===== src/rtl/rom_arb_pkg.sv =====
// rom_arb_pkg
// Shared definitions for the ROM port arbiter slice: default ROM geometry,
// the starvation-guard default and the arbiter FSM state type.
// No ports (package).

package rom_arb_pkg;

    // 1024-word x 32-bit instruction ROM.
    localparam int ROM_ADDR_W = 10;
    localparam int ROM_DATA_W = 32;

    // Consecutive denied cycles of the fetch port before it is forced through.
    localparam int DEFAULT_MAX_WAIT = 3;

    // Wide enough for the largest legal MAX_WAIT (15).
    localparam int WAIT_CNT_W = 4;

    // D_PRIO  : data port wins a conflict.
    // I_FORCE : fetch port wins the next cycle it requests.
    typedef enum logic [0:0] {
        D_PRIO  = 1'b0,
        I_FORCE = 1'b1
    } arb_state_e;

endpackage


===== src/rtl/rom_arb_resp_reg.sv =====
// rom_arb_resp_reg
// Per-port response register. When the port was granted this cycle, the ROM
// word is captured on the next edge and rvalid pulses for one cycle. Without
// a grant the read data holds its last value.
// Ports:
//   clk      in   system clock, rising edge
//   rst_n    in   asynchronous active-low reset
//   capture  in   port granted this cycle
//   din      in   combinational ROM read data
//   rvalid   out  response valid (one cycle after the grant)
//   rdata    out  registered read data

module rom_arb_resp_reg
    import rom_arb_pkg::*;
#(
    parameter int DATA_W = ROM_DATA_W
) (
    input  logic              clk,
    input  logic              rst_n,
    input  logic              capture,
    input  logic [DATA_W-1:0] din,
    output logic              rvalid,
    output logic [DATA_W-1:0] rdata
);

    // Capture on grant; the valid flag simply follows the grant by one cycle,
    // which gives full throughput on back-to-back grants.
    always_ff @(posedge clk or negedge rst_n) begin
        if (!rst_n) begin
            rvalid <= 1'b0;
            rdata  <= '0;
        end else begin
            rvalid <= capture;
            if (capture) begin
                rdata <= din;
            end
        end
    end

endmodule


===== src/rtl/rom_port_arbiter.sv =====
// rom_port_arbiter
// Shares one combinational-read ROM between the instruction-fetch port (i_*)
// and a data-load port (d_*). One access per cycle, registered read data one
// cycle after the grant. The data port normally wins a conflict; after
// MAX_WAIT consecutive denied cycles the fetch port is forced through.
// Optional build macro: ROM_ARB_PERF_EN adds conflict_cnt and force_cnt.
// Ports:
//   clk, rst_n                     clock (rising edge), async active-low reset
//   i_req, i_addr                  fetch request and word address
//   i_gnt                          fetch granted this cycle (combinational)
//   i_rvalid, i_rdata              fetch response (registered)
//   d_req, d_addr                  data-read request and word address
//   d_gnt                          data granted this cycle (combinational)
//   d_rvalid, d_rdata              data response (registered)
//   rom_address, rom_data          ROM address out, ROM read data in
//   conflict_cnt (perf build only) saturating count of both-request cycles
//   force_cnt    (perf build only) saturating count of entries into I_FORCE

module rom_port_arbiter
    import rom_arb_pkg::*;
#(
    parameter int ADDR_W   = ROM_ADDR_W,
    parameter int DATA_W   = ROM_DATA_W,
    parameter int MAX_WAIT = DEFAULT_MAX_WAIT
) (
    input  logic              clk,
    input  logic              rst_n,
    input  logic              i_req,
    input  logic [ADDR_W-1:0] i_addr,
    output logic              i_gnt,
    output logic              i_rvalid,
    output logic [DATA_W-1:0] i_rdata,
    input  logic              d_req,
    input  logic [ADDR_W-1:0] d_addr,
    output logic              d_gnt,
    output logic              d_rvalid,
    output logic [DATA_W-1:0] d_rdata,
    output logic [ADDR_W-1:0] rom_address,
    input  logic [DATA_W-1:0] rom_data
`ifdef ROM_ARB_PERF_EN
    ,
    output logic [15:0]       conflict_cnt,
    output logic [7:0]        force_cnt
`endif
);

    localparam logic [WAIT_CNT_W-1:0] MAX_WAIT_C = WAIT_CNT_W'(MAX_WAIT);

    arb_state_e            state;
    arb_state_e            state_next;
    logic [WAIT_CNT_W-1:0] wait_cnt;
    logic [WAIT_CNT_W-1:0] wait_next;

    // Grants depend only on the live requests and the current state, so they
    // stay meaningful during reset (state is held at D_PRIO there) and the
    // ROM address is always defined.
    always_comb begin
        i_gnt = 1'b0;
        d_gnt = 1'b0;
        if (i_req && d_req) begin
            if (state == I_FORCE) begin
                i_gnt = 1'b1;
            end else begin
                d_gnt = 1'b1;
            end
        end else if (i_req) begin
            i_gnt = 1'b1;
        end else if (d_req) begin
            d_gnt = 1'b1;
        end
    end

    // Idle cycles present the fetch address to the ROM.
    assign rom_address = d_gnt ? d_addr : i_addr;

    // Starvation guard. The counter tracks consecutive denied fetch cycles;
    // the cycle on which it reaches MAX_WAIT moves us into I_FORCE, so the
    // forced grant lands on the following cycle. I_FORCE lasts one cycle:
    // either the fetch is granted or it has withdrawn, both return to D_PRIO.
    always_comb begin
        state_next = state;
        wait_next  = wait_cnt;
        case (state)
            D_PRIO: begin
                if (i_req && !i_gnt) begin
                    if (wait_cnt >= (MAX_WAIT_C - WAIT_CNT_W'(1))) begin
                        wait_next  = MAX_WAIT_C;
                        state_next = I_FORCE;
                    end else begin
                        wait_next = wait_cnt + WAIT_CNT_W'(1);
                    end
                end else begin
                    wait_next = '0;
                end
            end
            I_FORCE: begin
                wait_next  = '0;
                state_next = D_PRIO;
            end
            default: begin
                wait_next  = '0;
                state_next = D_PRIO;
            end
        endcase
    end

    always_ff @(posedge clk or negedge rst_n) begin
        if (!rst_n) begin
            state    <= D_PRIO;
            wait_cnt <= '0;
        end else begin
            state    <= state_next;
            wait_cnt <= wait_next;
        end
    end

    rom_arb_resp_reg #(
        .DATA_W (DATA_W)
    ) u_i_resp (
        .clk     (clk),
        .rst_n   (rst_n),
        .capture (i_gnt),
        .din     (rom_data),
        .rvalid  (i_rvalid),
        .rdata   (i_rdata)
    );

    rom_arb_resp_reg #(
        .DATA_W (DATA_W)
    ) u_d_resp (
        .clk     (clk),
        .rst_n   (rst_n),
        .capture (d_gnt),
        .din     (rom_data),
        .rvalid  (d_rvalid),
        .rdata   (d_rdata)
    );

`ifdef ROM_ARB_PERF_EN
    // Both counters saturate rather than wrap so a long run never reads low.
    always_ff @(posedge clk or negedge rst_n) begin
        if (!rst_n) begin
            conflict_cnt <= '0;
            force_cnt    <= '0;
        end else begin
            if (i_req && d_req && (conflict_cnt != 16'hFFFF)) begin
                conflict_cnt <= conflict_cnt + 16'd1;
            end
            if ((state == D_PRIO) && (state_next == I_FORCE) && (force_cnt != 8'hFF)) begin
                force_cnt <= force_cnt + 8'd1;
            end
        end
    end
`endif

endmodule


===== config.mk =====
export PLATFORM = sky130hd
export DESIGN_NAME = rom_port_arbiter
export DESIGN_NICKNAME = d
export VERILOG_FILES = /design/src/rtl/rom_arb_pkg.sv /design/src/rtl/rom_arb_resp_reg.sv /design/src/rtl/rom_port_arbiter.sv
export SDC_FILE = /design/constraint.sdc
export NUM_CORES = 1
export LEC_CHECK = 0
export BUFFER_PORTS_ARGS = -buffer_cell sky130_fd_sc_hd__buf_2
export CAP_MARGIN = 20
export CORE_MARGIN = 10
export CORE_UTILIZATION = 43
export DETAILED_ROUTE_END_ITERATION = 10
export PLACE_DENSITY = 0.88
export SKIP_LAST_GASP = 1
export SYNTH_ARGS = -nofsm -noshare
export SYNTH_HDL_FRONTEND = slang
export SYNTH_HIERARCHICAL = 1
export SYNTH_SLANG_ARGS = --single-unit

===== constraint.sdc =====
create_clock -name clk -period 1.4 [get_ports clk]
set_clock_uncertainty 0.05 [all_clocks]
set_input_delay 0.14 -clock clk [delete_from_list [all_inputs] [get_ports clk]]
set_output_delay 0.14 -clock clk [all_outputs]
set_load 0.01 [all_outputs]

-- Word-level counts from Yosys, hierarchy flattened
Cells that the tools add are included.
W data, S select, Z words.
- latch bits: 0
- memories: 0
- word-level logic and storage cells: 26
- bits in writable memories: 0
- input bits: 56
- bits in registers: 71
- bits in read-only memories: 0
- $mul: 0
- shift operators: 0
- reductions and logical operators: 3
- multiplexer cells: 14
- equal/unequal tests: 0
- add/sub/neg operators: 1
- div/mod/pow operators: 0
- order comparisons: 1
- bitwise logic cells: 1
- operators by type and width (kind ; count):
    $mux W10 ; 1
    $mux W1 ; 9
    $mux W4 ; 2
    $pmux W4 S2 ; 1
    $add A4 B1 Y4 const B ; 1
    $ge A4 B2 Y1 const B ; 1
    $logic_and A1 B1 Y1 ; 2
    $pmux W1 S2 ; 1
    $logic_not A1 Y1 ; 1
    $not A1 Y1 ; 1

-- Depth between registers and ports, before layout
Gate-level depths: netlist of the first run.
- depth in word-level cells: 6
- gate-level depth with buffers: 5

-- Cells and area by module
The synthesis of the first run kept the hierarchy.
- modules (own cells, without submodules) (module ; sequential area each (um^2) ; area an instance (um^2) ; cells each ; instances):
    rom_arb_resp_reg ; 825.8 ; 1370.1 ; 69 ; 2
    rom_port_arbiter ; 125.1 ; 412.9 ; 30 ; 1

-- Least setup slack after synthesis of the first run
OpenSTA, ideal clock, no wires.
- path type: register -> register
- start: reg state
- end: reg u_i_resp.rdata[0]
- data arrival time: 1.342 ns
- setup time: 0.125 ns
- slack: -0.117 ns
- cell stages (with the launch flop): 6
- period minus slack after synthesis: 1.517 ns
- buffers on the path: 2
- path through: dfrtp_1 -> inv_1 -> a21boi_1 -> buf_6 -> buf_12 -> mux2_4
- word-level cells in the longest chain between the ends: 2
- ends and longest elaborated chain (item ; line ; source):
    start: declaration ; rom_port_arbiter.sv:49 ; arb_state_e state;
    start signal: assignment ; rom_port_arbiter.sv:112 ; state <= state_next;
    $mux W1 ; rom_port_arbiter.sv:61 ; if (state == I_FORCE) begin
    $mux W1 ; rom_port_arbiter.sv:60 ; if (i_req && d_req) begin
    named net i_gnt ; rom_port_arbiter.sv:30 ; output logic i_gnt,
    end signal: assignment ; rom_arb_resp_reg.sv:35 ; rdata <= din;
    end: declaration ; rom_arb_resp_reg.sv:23 ; output logic [DATA_W-1:0] rdata
The timed path passes the listed nets, and every way through them passes these cells.
A chain may end at the register's enable or synchronous reset.

-- Worst setup path after layout of the first run
- start: reg state
- end: out rom_address[9]
- word-level cells in the longest chain between the ends: 3
- ends and longest elaborated chain (item ; line ; source):
    $mux W1 ; rom_port_arbiter.sv:61 ;
    $mux W1 ; rom_port_arbiter.sv:60 ;
    $mux W10 ; rom_port_arbiter.sv:74 ; assign rom_address = d_gnt ? d_addr : i_addr;
    end: declaration ; rom_port_arbiter.sv:38 ; output logic [ADDR_W-1:0] rom_address,
No other way between the ends.

==> results of run 1 <==
==> power by group <==
part | internal [uW] | switching [uW]
combinational | 846 | 572
sequential | 2320 | 157
clock | 862 | 733
total | 4030 | 1460
==> critical path, cell delays in order, from the launching register on <==
cell and delay, ns:
dfrtp_1 0.41, a21boi_4 0.20, buf_12 0.17, mux2_1 0.32, buf_2 0.14
==> synth_stat cells, drive strengths merged <==
library cell,count,share of area [%]
dfrtp,71,56
a21boi,2,0.83
ha,2,0.79
a21oi,2,0.32
conb,1,0.12
buf,9,5.2
inv,3,0.36
mux2,74,35
nand3b,1,0.24
nor3b,1,0.40
nor4,1,0.67
nor2,1,0.12
==> metrics by stage <==
step	area (um2)	hold slack, ns	TNS [ns]
final	4670	0.0292	-12.24
after global routing	4670	0.0149	-15.66
after CTS	4610	0.0000760	-10.18
after detailed placement	3940	0.151	-0.391
after global placement	3940	0.134	-0.00504
after floorplan	3160	-0.206	-2.54
==> flip-flops by register name, summed over array words and instances, names as in the netlist <==
signal / flops
state: 1
u_i_resp/rvalid: 1
u_d_resp/rvalid: 1
u_i_resp/rdata: 32
u_d_resp/rdata: 32
wait_cnt: 4
==> layer usage <==
| layer | up-vias | share of wire, % |
|---|---|---|
| li1 | 965 | - |
| met1 | 1029 | 42 |
| met2 | 86 | 51 |
| met3 | 4 | 7.1 |
| met4 | 0 | 0.45 |
| met5 | - | 0 |
==> final timing paths <==
path | end | slack, ns | startpoint
worst min register to register | u_i_resp/rdata[16]$_DFFE_PN0P_ | 0.46 | u_i_resp/rdata[16]$_DFFE_PN0P_
worst min-delay path | u_i_resp/rdata[15]$_DFFE_PN0P_ | 0.03 | rom_data[15]
worst max register to register | u_i_resp/rdata[14]$_DFFE_PN0P_ | -0.29 | state$_DFF_PN0_
worst max-delay path | rom_address[9] | -0.35 | state$_DFF_PN0_
min in group asynchronous | u_i_resp/rdata[18]$_DFFE_PN0P_ | 0.32 | rst_n
max in group asynchronous | u_i_resp/rdata[14]$_DFFE_PN0P_ | 0.69 | rst_n
==> cell families after synthesis <==
logic type               share of synthesized area [%]
AO/OA/AOI/OAI                                     1.15
adder cells (fa/ha/maj)                          0.794
buffers and inverters                             5.52
flip-flops                                        56.3
multiplexers                                      34.6
other                                            0.119
AND/OR/NAND/NOR                                   1.43
==> area by class of cell <==
class	instances	area share (%)
clock buffer	10	2.95
inverter	3	0.241
multi-input combinational	85	26.0
sequential	71	38.0
tap	99	2.65
timing repair buffer	186	28.9
clock inverter	6	1.29
==> repair_timing <==
action                                  CTS  global route
hold buffers                             30             0
buffers inserted                          7             2
gates resized for setup                   4             2
endpoints found under the hold margin   126             0
pin swaps                                 1             2
gates cloned                              3             2
endpoints found under the setup margin   42            77
==> results.sh, run 1 <==
export IMPL_outcome="complete, but fails checks"
export IMPL_violations="setup timing"
export IMPL_dieHeight_um=106
export IMPL_most_common_layout_cells="buf_2 (132), dfrtp_1 (71), mux2_4 (69)"
export IMPL_clkTransAtPathRegs_ns=0.07
export IMPL_worst_setup_path_type="reg2out"
export IMPL_grt_max_degree=72
export IMPL_die_w_um=106
export IMPL_synth_area_mm2=0.00315
export IMPL_postLayoutSetupSlackWorst_ns=-0.351
export IMPL_die_area_mm2=0.0112
export IMPL_required_ns=1.21
export IMPL_maxCapViolCount=0
export IMPL_finalMaxSlewViolations=0
export IMPL_clk_path_buf_depth=2
export IMPL_syn_nets=226
export IMPL_via_per_inst=4.53
export IMPL_synth_seq_cells=71
export IMPL_drt_total_wl_um=8300
export IMPL_yosys_warnings=6
export IMPL_numPortBuffers=133
export IMPL_multi_input_area_mm2=0.00121
export IMPL_grt_pass1_wl_um=13200
export IMPL_drt_first_pass_iters=4
export IMPL_finalCritPeriodShare_pct=125
export IMPL_hpwl_um=5600
export IMPL_cellPowerDensity_mw_per_mm2=1170
export IMPL_power_uw=5490
export IMPL_grt_usage_pct=14.5
export IMPL_hp_class="in2reg"
export IMPL_fill_cells=529
export IMPL_report_final_hold_viol_count=0
export IMPL_place_ws_ns=-0.0359
export IMPL_final_cells=460
export IMPL_fp_row_count=31
export IMPL_antenna_found_initial=0
export IMPL_vias=2084
export IMPL_grt_busiest_layer="met2"
export IMPL_areaGrowthSynthToFinish_pct=48.2
export IMPL_synth_cells=168
export IMPL_drive_above_1_share_pct=69.3
export IMPL_overflow=0
export IMPL_leakage_uw=0.00240
export IMPL_setup_viol=75
export IMPL_cts_inserted_buffers=9
export IMPL_ys_types=16
export IMPL_fin_crit_ns=1.75
export IMPL_utilization_pct=65.1
export IMPL_cp_arrival_ns=1.56
export IMPL_gr_usage_met1_pct=16.4
export IMPL_crit_fanout=13
export IMPL_rr_worst_depth=7
export IMPL_final_common_cell="buf_2"
export IMPL_grt_pass1_vias=2496
export IMPL_yosysSeqAreaShare_pct=56.3
export IMPL_floorplan_initialDensity_pct=43.9
export IMPL_gp_congestion=0.697
export IMPL_cts_tree="built"
export IMPL_drc=0
export IMPL_register_area_mm2=0.00178
export IMPL_hold_depth=2
export IMPL_cts_htree_levels=3
export IMPL_antenna_left=0
export IMPL_antenna_cells=0
export IMPL_cts_sinks=71
export IMPL_cp_end_kind="output pin"
export IMPL_clk_latency_ns=0.32
export IMPL_wl_per_cell_um=18.0
export IMPL_use_met2_pct=24.9
export IMPL_clock_fmax_mhz=571
export IMPL_ios=134
export IMPL_avgSynthCellArea_um2=18.8
export IMPL_start_kind="register"
export IMPL_place_inst=401
export IMPL_met3_usage_pct=5.85
export IMPL_cts_root_buf="clkbuf_8"
export IMPL_finalNetCount=414
export IMPL_core_region_area_mm2=0.00718
export IMPL_rsz0062_at_grt="true"
export IMPL_drt_iter0_drc=53
export IMPL_irDropWorstVdd_v=0.000664
Note: power is estimated with default switching activity, not from simulation.
==> run 2: changes to the inputs <==
--- a/config.mk
+++ b/config.mk
@@ -16,3 +16,4 @@
 export SYNTH_HDL_FRONTEND = slang
 export SYNTH_HIERARCHICAL = 1
 export SYNTH_SLANG_ARGS = --single-unit
+export TNS_END_PERCENT = 5
==> results.sh, run 2 (synthesis results as in run 1) <==
export IMPL_min_from="d_req"
export IMPL_most_common_layout_cells="buf_2 (133), dfrtp_1 (71), mux2_4 (69)"
export IMPL_numPortBuffers=133
export IMPL_drive_above_1_share_pct=67.0
export IMPL_wl_per_cell_um=17.3
export IMPL_die_area_mm2=0.0112
export IMPL_dieHeight_um=106
export IMPL_rsz0062_at_grt="true"
export IMPL_utilization_pct=62.1
export IMPL_die_w_um=106
export IMPL_violations="setup timing"
export IMPL_cts_htree_levels=3
export IMPL_outcome="complete, but fails checks"
export IMPL_cts_root_buf="clkbuf_8"
export IMPL_whs_ns=0.138
export IMPL_gp_congestion=0.707
export IMPL_via_per_inst=4.60
export IMPL_antenna_left=0
export IMPL_r2r_end="u_d_resp/rdata[18]$_DFFE_PN0P_"
export IMPL_cts_tree="built"
export IMPL_r2r_start="state$_DFF_PN0_"
export IMPL_clk_path_buf_depth=2
export IMPL_hpwl_um=5450
export IMPL_drt_first_pass_iters=4
export IMPL_cellPowerDensity_mw_per_mm2=1200
export IMPL_finalCritPeriodShare_pct=124
export IMPL_fin_crit_ns=1.74
export IMPL_grt_pass1_wl_um=12700
export IMPL_cts_repair_resized=0
export IMPL_cp_arrival_ns=1.55
export IMPL_start_kind="register"
export IMPL_overflow=0
export IMPL_final_common_cell="buf_2"
export IMPL_r2r_slack_ns=-0.16
export IMPL_postLayoutSetupSlackWorst_ns=-0.343
export IMPL_core_region_area_mm2=0.00718
export IMPL_top_regs="u_d_resp/rdata: 32 flops, u_i_resp/rdata: 32 flops, wait_cnt: 4 flops"
export IMPL_fill_cells=528
export IMPL_crit_fanout=13
export IMPL_finalMaxSlewViolations=0
export IMPL_worst_setup_path_type="reg2out"
export IMPL_report_final_hold_viol_count=0
export IMPL_drc=0
export IMPL_place_inst=399
export IMPL_rr_worst_depth=5
export IMPL_finalNetCount=404
export IMPL_antenna_found_initial=0
export IMPL_clk_latency_ns=0.34
export IMPL_drt_iter0_drc=33
export IMPL_leakage_uw=0.00229
export IMPL_power_uw=5360
export IMPL_clkTransAtPathRegs_ns=0.07
export IMPL_fp_row_count=31
export IMPL_floorplan_initialDensity_pct=43.9
export IMPL_maxCapViolCount=0
export IMPL_holdPathEnd="wait_cnt[0]$_DFF_PN0_"
export IMPL_setup_viol=40
export IMPL_areaGrowthSynthToFinish_pct=41.3
export IMPL_fin_setup_tns_ns=-5.48
export IMPL_antenna_cells=0
export IMPL_clock_fmax_mhz=574
export IMPL_grt_pass1_vias=2480
export IMPL_irDropWorstVdd_v=0.000593
export IMPL_hold_depth=3
export IMPL_grt_max_degree=72
export IMPL_required_ns=1.21
export IMPL_final_cells=448
export IMPL_cts_sinks=71
export IMPL_multi_input_area_mm2=0.00121
export IMPL_hp_class="in2reg"
export IMPL_ios=134
export IMPL_register_area_mm2=0.00178
export IMPL_cts_inserted_buffers=9
export IMPL_drt_total_wl_um=7760
export IMPL_vias=2060
export IMPL_grt_usage_pct=14.2
export IMPL_cp_end_kind="output pin"
[run 2: cell types whose count changed in the layout (fill, tap and decap cells not counted), moves of 2 or more]
cell,previous run,this run
buf_4,8,4
dlygate4sd3_1,30,33
buf_6,4,0
clkbuf_16,2,0
bufbuf_16,2,0
[run 2: worst max-delay path, stage by stage (launching register included)]
cell,delay (ns)
dfrtp_1,0.41
a21boi_4,0.18
buf_12,0.17
mux2_4,0.31
buf_2,0.15
[run 2: metrics by stage]
step	area, um2	worst slack, ns
finish	4460	-0.343
global route	4460	-0.436
CTS	4460	-0.374
detailed placement	3930	-0.0317
global placement	3930	-0.0113
floorplan	3160	-0.0667
[run 2: repair_timing]
action,in CTS,in global routing
hold endpoints to repair,134,0
endpoints found under the setup margin,47,75
hold buffers,33,0
setup buffers,2,0
[run 2: final cells by class]
cell class | count | area share (%)
timing repair buffer | 176 | 25.7
multi-input combinational | 85 | 27.2
tap | 99 | 2.78
sequential | 71 | 39.9
inverter | 3 | 0.253
clock buffer | 10 | 3.09
clock inverter | 4 | 1.07
[run 2: worst max-delay path by stage]
| stage | startpoint | end | cells after the start |
|---|---|---|---|
| floorplan | state$_DFF_PN0_ | u_d_resp/rdata[0]$_DFFE_PN0P_ | 5 |
| global placement | state$_DFF_PN0_ | rom_address[9] | 4 |
| detailed placement | state$_DFF_PN0_ | u_i_resp/rdata[31]$_DFFE_PN0P_ | 4 |
| CTS | state$_DFF_PN0_ | rom_address[9] | 4 |
| global route | state$_DFF_PN0_ | rom_address[9] | 4 |
| finish | state$_DFF_PN0_ | rom_address[5] | 4 |
[run 2: metal layers]
| layer | vias to the layer above | GRT usage [%] | share of wire, % | wire length, um |
|---|---|---|---|---|
| li1 | 937 | - | - | - |
| met4 | 0 | 5.51 | 1.3 | 103 |
| met3 | 11 | 7.00 | 9.3 | 725 |
| met2 | 95 | 23.9 | 50 | 3850 |
| met5 | - | 0 | 0 | 0 |
| met1 | 1017 | 15.2 | 40 | 3080 |
[run 2: power breakdown]
part	internal (uW)	leakage [uW]	total, uW	switching, uW
registers	2320	0.000838	2470	154
logic	771	0.00136	1320	550
clock network	845	0.0000940	1570	720
==> run 3: changes to the inputs <==
--- a/config.mk
+++ b/config.mk
@@ -11,6 +11,7 @@
 export CORE_UTILIZATION = 43
 export DETAILED_ROUTE_END_ITERATION = 10
 export PLACE_DENSITY = 0.88
+export RECOVER_POWER = 50
 export SKIP_LAST_GASP = 1
 export SYNTH_ARGS = -nofsm -noshare
 export SYNTH_HDL_FRONTEND = slang
==> results.sh, run 3 (synthesis results as in run 1) <==
export IMPL_drc=0
export IMPL_numPortBuffers=133
export IMPL_finalCritPeriodShare_pct=124
export IMPL_rr_worst_depth=5
export IMPL_finalMaxSlewViolations=0
export IMPL_path_buf_inv=2
export IMPL_cellPowerDensity_mw_per_mm2=1200
export IMPL_cts_sinks=71
export IMPL_slew_headroom_pct=42.2
export IMPL_drive_above_1_share_pct=67.0
export IMPL_worstMarginPinSlew_ns=0.867
export IMPL_clk_path_buf_depth=2
export IMPL_cts_tree="built"
export IMPL_top_regs="u_d_resp/rdata: 32 flops, u_i_resp/rdata: 32 flops, wait_cnt: 4 flops"
export IMPL_crit_path_end="rom_address[5]"
export IMPL_rsz0062_at_grt="true"
export IMPL_hpwl_um=5450
export IMPL_r2r_end="u_d_resp/rdata[18]$_DFFE_PN0P_"
export IMPL_grt_pass1_vias=2480
export IMPL_worst_setup_path_type="reg2out"
export IMPL_cp_arrival_ns=1.55
export IMPL_die_w_um=106
export IMPL_areaGrowthSynthToFinish_pct=41.0
export IMPL_gp_congestion=0.707
export IMPL_leakage_uw=0.00229
export IMPL_irDropWorstVdd_v=0.000590
export IMPL_clock_fmax_mhz=575
export IMPL_clkTransAtPathRegs_ns=0.07
export IMPL_core_region_area_mm2=0.00718
export IMPL_r2r_start="state$_DFF_PN0_"
export IMPL_antenna_left=0
export IMPL_startpoint="state$_DFF_PN0_"
export IMPL_r2r_slack_ns=-0.16
export IMPL_ios=134
export IMPL_fp_row_count=31
export IMPL_most_common_layout_cells="buf_2 (133), dfrtp_1 (71), mux2_4 (69)"
export IMPL_hp_class="in2reg"
export IMPL_slowest_stage="dfrtp_1"
export IMPL_fin_setup_tns_ns=-5.41
export IMPL_overflow=0
export IMPL_place_inst=399
export IMPL_violations="setup timing"
export IMPL_finalNetCount=404
export IMPL_vias=2073
export IMPL_grt_usage_pct=14.2
export IMPL_multi_input_area_mm2=0.00121
export IMPL_dieHeight_um=106
export IMPL_grt_pass1_wl_um=12700
export IMPL_setup_viol=37
export IMPL_via_per_inst=4.63
export IMPL_maxCapViolCount=0
export IMPL_power_uw=5350
export IMPL_clk_latency_ns=0.34
export IMPL_cts_htree_levels=3
export IMPL_final_common_cell="buf_2"
export IMPL_start_kind="register"
export IMPL_final_cells=448
export IMPL_die_area_mm2=0.0112
export IMPL_cts_inserted_buffers=9
export IMPL_crit_fanout=13
export IMPL_antenna_cells=0
export IMPL_worstPathCellList="a21boi_4 -> buf_12 -> mux2_4 -> buf_2"
export IMPL_outcome="complete, but fails checks"
export IMPL_place_area_mm2=0.00393
export IMPL_antenna_found_initial=0
export IMPL_fill_cells=530
export IMPL_drt_iter0_drc=30
export IMPL_floorplan_initialDensity_pct=43.9
export IMPL_wl_per_cell_um=17.3
export IMPL_final_area_mm2=0.00444
export IMPL_worstSetupPathDepth=4
export IMPL_drt_total_wl_um=7750
export IMPL_postLayoutSetupSlackWorst_ns=-0.338
export IMPL_register_area_mm2=0.00178
export IMPL_required_ns=1.21
export IMPL_cp_end_kind="output pin"
export IMPL_fin_crit_ns=1.74
export IMPL_report_final_hold_viol_count=0
export IMPL_grt_max_degree=72
export IMPL_slowest_delay_ns=0.41
export IMPL_whs_ns=0.136
export IMPL_crit_family="flip-flops"
export IMPL_cts_root_buf="clkbuf_8"
export IMPL_drt_first_pass_iters=4
[run 3: cell counts in the layout (fill, tap and decap cells not counted)]
No cell type changed its count.
[run 3: final cells by class]
class | count | share of cell area, %
flip-flops and latches | 71 | 40.0
multi-input cells | 85 | 27.3
repair buffers | 176 | 25.5
clock buffers | 10 | 3.10
well taps | 99 | 2.79
clock inverters | 4 | 1.07
inverters | 3 | 0.253
[run 3: metal layers]
| metal | track usage [%] | vias up | wire (um) |
|---|---|---|---|
| li1 | - | 938 | - |
| met1 | 15.2 | 1030 | 3020 |
| met2 | 23.9 | 94 | 3910 |
| met3 | 7.00 | 11 | 716 |
| met4 | 5.51 | 0 | 103 |
| met5 | 0 | - | 0 |
[run 3: through the flow]
stage | setup slack, ns | util [%]
6_report | -0.338 | 61.9
5_1_grt | -0.436 | 61.9
2_1_floorplan | -0.0667 | -
3_5_place_dp | -0.0317 | 54.7
4_1_cts | -0.374 | 62.1
3_3_place_gp | -0.0113 | 54.7
[run 3: how the worst min path moves through the flow]
stage,depth (start not counted),from,slack (ns),end
floorplan,0,rst_n,-0.21,state$_DFF_PN0_
global placement,2,rst_n,0.14,u_i_resp/rdata[5]$_DFFE_PN0P_
detailed placement,2,rst_n,0.15,u_d_resp/rdata[9]$_DFFE_PN0P_
CTS,3,d_req,0.11,wait_cnt[0]$_DFF_PN0_
global route,3,d_req,0.15,wait_cnt[2]$_DFF_PN0_
finish,3,d_req,0.14,wait_cnt[0]$_DFF_PN0_
[run 3: repair_timing]
| action | 4_1_cts | 5_1_grt |
|---|---|---|
| setup endpoints to repair | 47 | 75 |
| setup buffers | 2 | 0 |
| hold buffers | 33 | 0 |
| hold endpoints to repair | 134 | 0 |
| resized for setup | 0 | 0 |
[run 3: worst reg2reg max path, cell delays in order (launching register included)]
cell and delay [ns]:
dfrtp_1 0.41, a21boi_4 0.18, buf_12 0.17, buf_4 0.18, buf_4 0.16, mux2_4 0.30
[run 3: where the power goes]
group	total, uW	leakage [uW]	switching, uW	internal, uW
Clock	1560	0.0000940	719	845
Combinational	1320	0.00135	549	767
Sequential	2470	0.000838	153	2320
